**src/rtl/shared_acc_pkg.sv**
```systemverilog
// Shared types and defaults for the shared accumulator arbiter.
// Optional macro SHARED_ACC_SATURATE_EN (used in the top) selects saturating adds.
package shared_acc_pkg;

    localparam int DEF_NUM_REQ = 4;
    localparam int DEF_DATA_W  = 4;

    typedef enum logic [1:0] {
        ST_IDLE  = 2'b00,
        ST_GRANT = 2'b01,
        ST_APPLY = 2'b10
    } state_t;

    localparam logic OP_LOAD = 1'b0;
    localparam logic OP_ADD  = 1'b1;

    function automatic int ptr_width(input int n);
        return (n > 2) ? $clog2(n) : 1;
    endfunction

endpackage

```
**src/rtl/shared_acc_arbiter_rr_pick.sv**
```systemverilog
// Combinational round-robin search: first set req bit starting at ptr+1, wrapping.
module rr_pick
    import shared_acc_pkg::*;
#(
    parameter int NUM_REQ = DEF_NUM_REQ,
    parameter int PTR_W   = ptr_width(DEF_NUM_REQ)
) (
    input  logic [NUM_REQ-1:0] req,
    input  logic [PTR_W-1:0]   ptr,
    output logic [PTR_W-1:0]   winner,
    output logic               valid
);

    always_comb begin
        logic [PTR_W-1:0] w_idx;
        winner = '0;
        valid  = 1'b0;
        w_idx  = '0;
        for (int k = 1; k <= NUM_REQ; k++) begin
            w_idx = PTR_W'((int'(ptr) + k) % NUM_REQ);
            if (!valid && req[w_idx]) begin
                valid  = 1'b1;
                winner = w_idx;
            end
        end
    end

endmodule

```
**src/rtl/shared_acc_arbiter.sv**
```systemverilog
// Round-robin arbiter feeding one shared accumulator (load/add) with sticky overflow.
// Define SHARED_ACC_SATURATE_EN to make overflowing adds saturate instead of wrap.
module shared_acc_arbiter
    import shared_acc_pkg::*;
#(
    parameter int NUM_REQ = DEF_NUM_REQ,
    parameter int DATA_W  = DEF_DATA_W
) (
    input  logic                      clk,
    input  logic                      rst_n,
    input  logic [NUM_REQ-1:0]        req,
    input  logic [NUM_REQ-1:0]        op,
    input  logic [NUM_REQ*DATA_W-1:0] wdata,
    input  logic                      clr,
    input  logic                      hold,
    output logic [NUM_REQ-1:0]        gnt,
    output logic [DATA_W-1:0]         acc_out,
    output logic                      ovf,
    output logic                      busy
);

    localparam int PTR_W = ptr_width(NUM_REQ);

    state_t             r_state;
    logic [PTR_W-1:0]   r_ptr;
    logic [PTR_W-1:0]   r_winner;
    logic [DATA_W-1:0]  r_acc;
    logic [DATA_W-1:0]  r_operand;
    logic               r_op;
    logic               r_ovf;

    logic [PTR_W-1:0]   w_pick_winner;
    logic               w_pick_valid;
    logic [DATA_W-1:0]  w_wdata [NUM_REQ];
    logic               w_req_win;
    logic [DATA_W:0]    w_sum;

    rr_pick #(
        .NUM_REQ (NUM_REQ),
        .PTR_W   (PTR_W)
    ) u_rr_pick (
        .req    (req),
        .ptr    (r_ptr),
        .winner (w_pick_winner),
        .valid  (w_pick_valid)
    );

    genvar gi;
    generate
        for (gi = 0; gi < NUM_REQ; gi++) begin : g_req
            assign w_wdata[gi] = wdata[gi*DATA_W +: DATA_W];
            // Pulse only while the winner still requests; a dropped request yields no grant.
            assign gnt[gi] = (r_state == ST_GRANT) && (r_winner == PTR_W'(gi)) && req[gi];
        end
    endgenerate

    assign w_req_win = req[r_winner];
    assign w_sum     = {1'b0, r_acc} + {1'b0, r_operand};

    always_ff @(posedge clk or negedge rst_n) begin
        if (!rst_n) begin
            r_state   <= ST_IDLE;
            r_ptr     <= '0;
            r_winner  <= '0;
            r_acc     <= '0;
            r_operand <= '0;
            r_op      <= OP_LOAD;
            r_ovf     <= 1'b0;
        end else if (clr) begin
            r_state <= ST_IDLE;
            r_acc   <= '0;
            r_ovf   <= 1'b0;
        end else begin
            case (r_state)
                ST_IDLE: begin
                    if (!hold && w_pick_valid) begin
                        r_winner <= w_pick_winner;
                        r_state  <= ST_GRANT;
                    end
                end
                ST_GRANT: begin
                    if (w_req_win) begin
                        r_op      <= op[r_winner];
                        r_operand <= w_wdata[r_winner];
                        r_state   <= ST_APPLY;
                    end else begin
                        r_state <= ST_IDLE;
                    end
                end
                ST_APPLY: begin
                    if (r_op == OP_ADD) begin
                        if (w_sum[DATA_W]) begin
                            r_ovf <= 1'b1;
`ifdef SHARED_ACC_SATURATE_EN
                            r_acc <= '1;
`else
                            r_acc <= w_sum[DATA_W-1:0];
`endif
                        end else begin
                            r_acc <= w_sum[DATA_W-1:0];
                        end
                    end else begin
                        r_acc <= r_operand;
                    end
                    r_ptr   <= r_winner;
                    r_state <= ST_IDLE;
                end
                default: r_state <= ST_IDLE;
            endcase
        end
    end

    assign acc_out = r_acc;
    assign ovf     = r_ovf;
    assign busy    = (r_state != ST_IDLE);

endmodule

```
**config.mk**
```make
export PLATFORM = sky130hd
export DESIGN_NAME = shared_acc_arbiter
export DESIGN_NICKNAME = d
export VERILOG_FILES = /design/src/rtl/shared_acc_pkg.sv /design/src/rtl/shared_acc_arbiter_rr_pick.sv /design/src/rtl/shared_acc_arbiter.sv
export SDC_FILE = /design/constraint.sdc
export NUM_CORES = 1
export LEC_CHECK = 0
export CORE_MARGIN = 2
export CORE_UTILIZATION = 50
export CTS_BUF_LIST = sky130_fd_sc_hd__clkbuf_8
export DETAILED_ROUTE_END_ITERATION = 7
export PLACE_DENSITY = 0.88
export SETUP_SLACK_MARGIN = 0.2
export SLEW_MARGIN = 20
export SYNTH_ARGS = -nofsm -noshare
export SYNTH_HDL_FRONTEND = slang
export SYNTH_HIERARCHICAL = 1
export SYNTH_SLANG_ARGS = --single-unit
```
**constraint.sdc**
```tcl
create_clock -name clk -period 4.2 [get_ports clk]
set_input_delay 0.84 -clock clk [delete_from_list [all_inputs] [get_ports clk]]
set_output_delay 0.84 -clock clk [all_outputs]
set_load 0.03 [all_outputs]
```
==> metrics.yaml <==
layout:
  final_area_mm2: 0.00152
  final_nets: 165
  antenna_cells: 0
  syn_to_final_growth_pct: 40.3
  fillers: 140
  drive_above_1_share_pct: 18.3
cts:
  clk_pin_slew_ns: 0.07
  cts_hold_buf: 0
  root_buffer: "clkbuf_8"
  clockBufferDepth: 2
  cts_buffers: 3
  cts_tree: "built"
  clock_latency_ns: 0.24
  cts.repair.resized: 0
  postCtsSetupRepairBufs: 0
  cts_num_sinks: 16
  htree_levels: 1
sta:
  worst_pin_slew_ns: 0.691
  rsz0062_at_grt: "false"
  min_period_ns: 3.29
  fmax_mhz: 304
  fin_ws_ns: 0.913
  fin_crit_sh_pct: 78.3
  final.setup_skew_ns: 0.00265
  hold_violations: 0
  slew_viol_final: 0
  setup_viol: 0
  slew_headroom_pct: 53.8
  totalNegativeSetupSlack_ns: 0
synthesis:
  yosys.cell_types.count: 32
  ys_seq_area_share_pct: 37.0
  synth_compound_area_share_pct: 9.71
  postSynthAreaPerCell_um2: 11.5
  async_flop_share_pct: 100
  synthSimpleGateAreaFrac_pct: 18.6
  synth_top_cells_by_area: "dfrtp_1 (37%), mux4_2 (12%), mux2_2 (9.4%)"
  yosys.area_share.adder_pct: 6.47
  ys_ff_latch: 16
  syn_inst: 94
  synth_top_area_cell: "dfrtp_1"
  synth_area_mm2: 0.00108
  synth_top_family_by_area: "multiplexers"
  synthXorXnorAreaFrac_pct: 0.809
  muxShareOfSynthArea_pct: 24.6
  synth_flop_cell: "dfrtp_1"
  syn_nets: 127
  yosysWarnings: 6
  synth_top_area_share_pct: 37.0
  synth-edff-count: 0
place:
  place_congestion: 0.862
  postPlaceCellArea_mm2: 0.00146
  place_ws_ns: 0.942
  place.detailed.hpwl_um: 1970
  io_buffers: 37
global_route:
  antenna_found_initial: 0
  grt-ovfl-total: 0
  grt_max_degree: 17
  grt_pass1_vias: 929
  grt_pass1_wl_um: 4040
  grt_usage_pct: 20.9
setup_path:
  worst_ep_required_time_ns: 3.36
  critPathLaunchType: "input port"
  cp_data_arrival_time_ns: 2.45
  crit_fanout: 5
  critPathKind: "input port to output port"
  crit_path_end_kind: "output port"
flow_run:
  max_cap_viol_count: 0
route:
  antenna_left: 0
  vias: 901
  drt_first_pass_iters: 4
  wire_per_inst_um: 15.7
  drt_wl_total_um: 2490
  drt_iter0_drc: 17
  routed_via_density: 5.70
  drc: 0
die:
  dieArea_mm2: 0.00255
  start_util_pct: 54.1
  rows: 16
  chipHeight_um: 50.5
  die_w_um: 50.5
  design.core.area_mm2: 0.00200
  num_io_pins: 38
power:
  max-vdd-ir-drop_v: 0.000352
  pwr_density_cell_mw_per_mm2: 461
  total_leakage_power_nw: 0.645
  p_total_mw: 0.700
hold_path:
  hold_class: "register to register"
outcome:
  status: "complete, no violations"
-- synthesized netlist by cell type (2+ instances only) --
master / n
nand2b_1: 5
mux4_2: 6
clkbuf_1: 2
a211oi_1: 3
a21o_1: 2
a31oi_1: 3
nand2_1: 5
nor2_1: 10
inv_1: 2
mux2_2: 9
a21oi_1: 5
dfrtp_1: 16
ha_1: 4
nor3b_1: 2
mux2i_1: 3
-- cells in the final DEF (no fill, tap or decap), drive strengths merged --
cell type | Yosys | final
clkbuf | 2 | 4
mux2i | 3 | 3
nor2 | 10 | 10
nand3b | 1 | 1
or3 | 1 | 1
mux4 | 6 | 6
clkdlybuf4s50 | 0 | 37
o221ai | 1 | 1
nand2b | 5 | 5
fa | 1 | 1
a21oi | 6 | 6
nand3 | 1 | 1
inv | 2 | 2
nand2 | 6 | 6
nor2b | 1 | 1
xnor2 | 1 | 1
mux2 | 9 | 9
a31oi | 3 | 3
nor4b | 2 | 2
nor3 | 1 | 1
dfrtp | 16 | 16
a211oi | 3 | 3
or2 | 1 | 1
nand4b | 1 | 1
a21o | 2 | 2
nor3b | 2 | 2
and2b | 1 | 1
ha | 4 | 4
-- where the power goes --
part           switching, mW  leakage (nW)  internal, mW
Combinational         0.0977         0.411         0.172
Sequential            0.0948         0.205         0.200
Clock                 0.0529        0.0288        0.0830
Total                  0.245         0.645         0.455
-- metal layers --
layer / vias to the layer above / track usage [%] / part of all wire (%)
met5: - / 0 / 0
met4: 0 / 6.76 / 0.92
met3: 2 / 1.79 / 4.1
met2: 28 / 36.6 / 51
met1: 449 / 27.3 / 44
li1: 422 / - / -
-- kinds of logic after synthesis --
group / after synthesis
AND/OR/NAND/NOR: 33
multiplexers: 18
flip-flops: 16
AO/OA/AOI/OAI: 15
buffers and inverters: 6
adder cells (fa/ha/maj): 5
XOR/XNOR: 1
-- critical path, cell delays in order --
cell and delay, ns:
clkdlybuf4s50_1 0.56, nor4b_1 0.31, clkdlybuf4s50_1 0.73
-- state kept, by name, summed over array words and instances, names as in the netlist --
register,count
acc_out,4
ovf,1
r_op,1
r_operand,4
r_ptr,2
r_state,2
r_winner,2
-- final timing paths --
kind / start / to / slack, ns / cells past startpoint
max: req[0] / gnt[0] / 0.91 / 3
min: ovf$_DFFE_PN0P_ / ovf$_DFFE_PN0P_ / 0.51 / 2
max reg2reg: r_winner[1]$_DFFE_PN0P_ / r_operand[3]$_DFFE_PN0P_ / 2.40 / 3
min reg2reg: ovf$_DFFE_PN0P_ / ovf$_DFFE_PN0P_ / 0.51 / 2
max in group asynchronous: rst_n / r_op$_DFFE_PN0P_ / 2.75 / 1
min in group asynchronous: rst_n / r_state[0]$_DFFE_PN0P_ / 1.01 / 1
-- area by class of cell --
cell class | count | area [um^2] | area share (%)
inverters | 2 | 7.51 | 0.494
multi-input cells | 72 | 652 | 42.9
flip-flops and latches | 16 | 400 | 26.4
well taps | 27 | 33.8 | 2.22
clock buffers | 4 | 55.1 | 3.62
repair buffers | 37 | 370 | 24.4
-- metrics by stage --
| step | instances | util (%) | hold WS (ns) |
|---|---|---|---|
| floorplan | 94 | - | 0.498 |
| global placement | 154 | 73.1 | 0.481 |
| detailed placement | 154 | 73.1 | 0.498 |
| CTS | 158 | 75.9 | 0.513 |
| global route | 158 | 75.9 | 0.561 |
| finish | 158 | 75.9 | 0.514 |
Note: power is estimated with default switching activity, not from simulation.
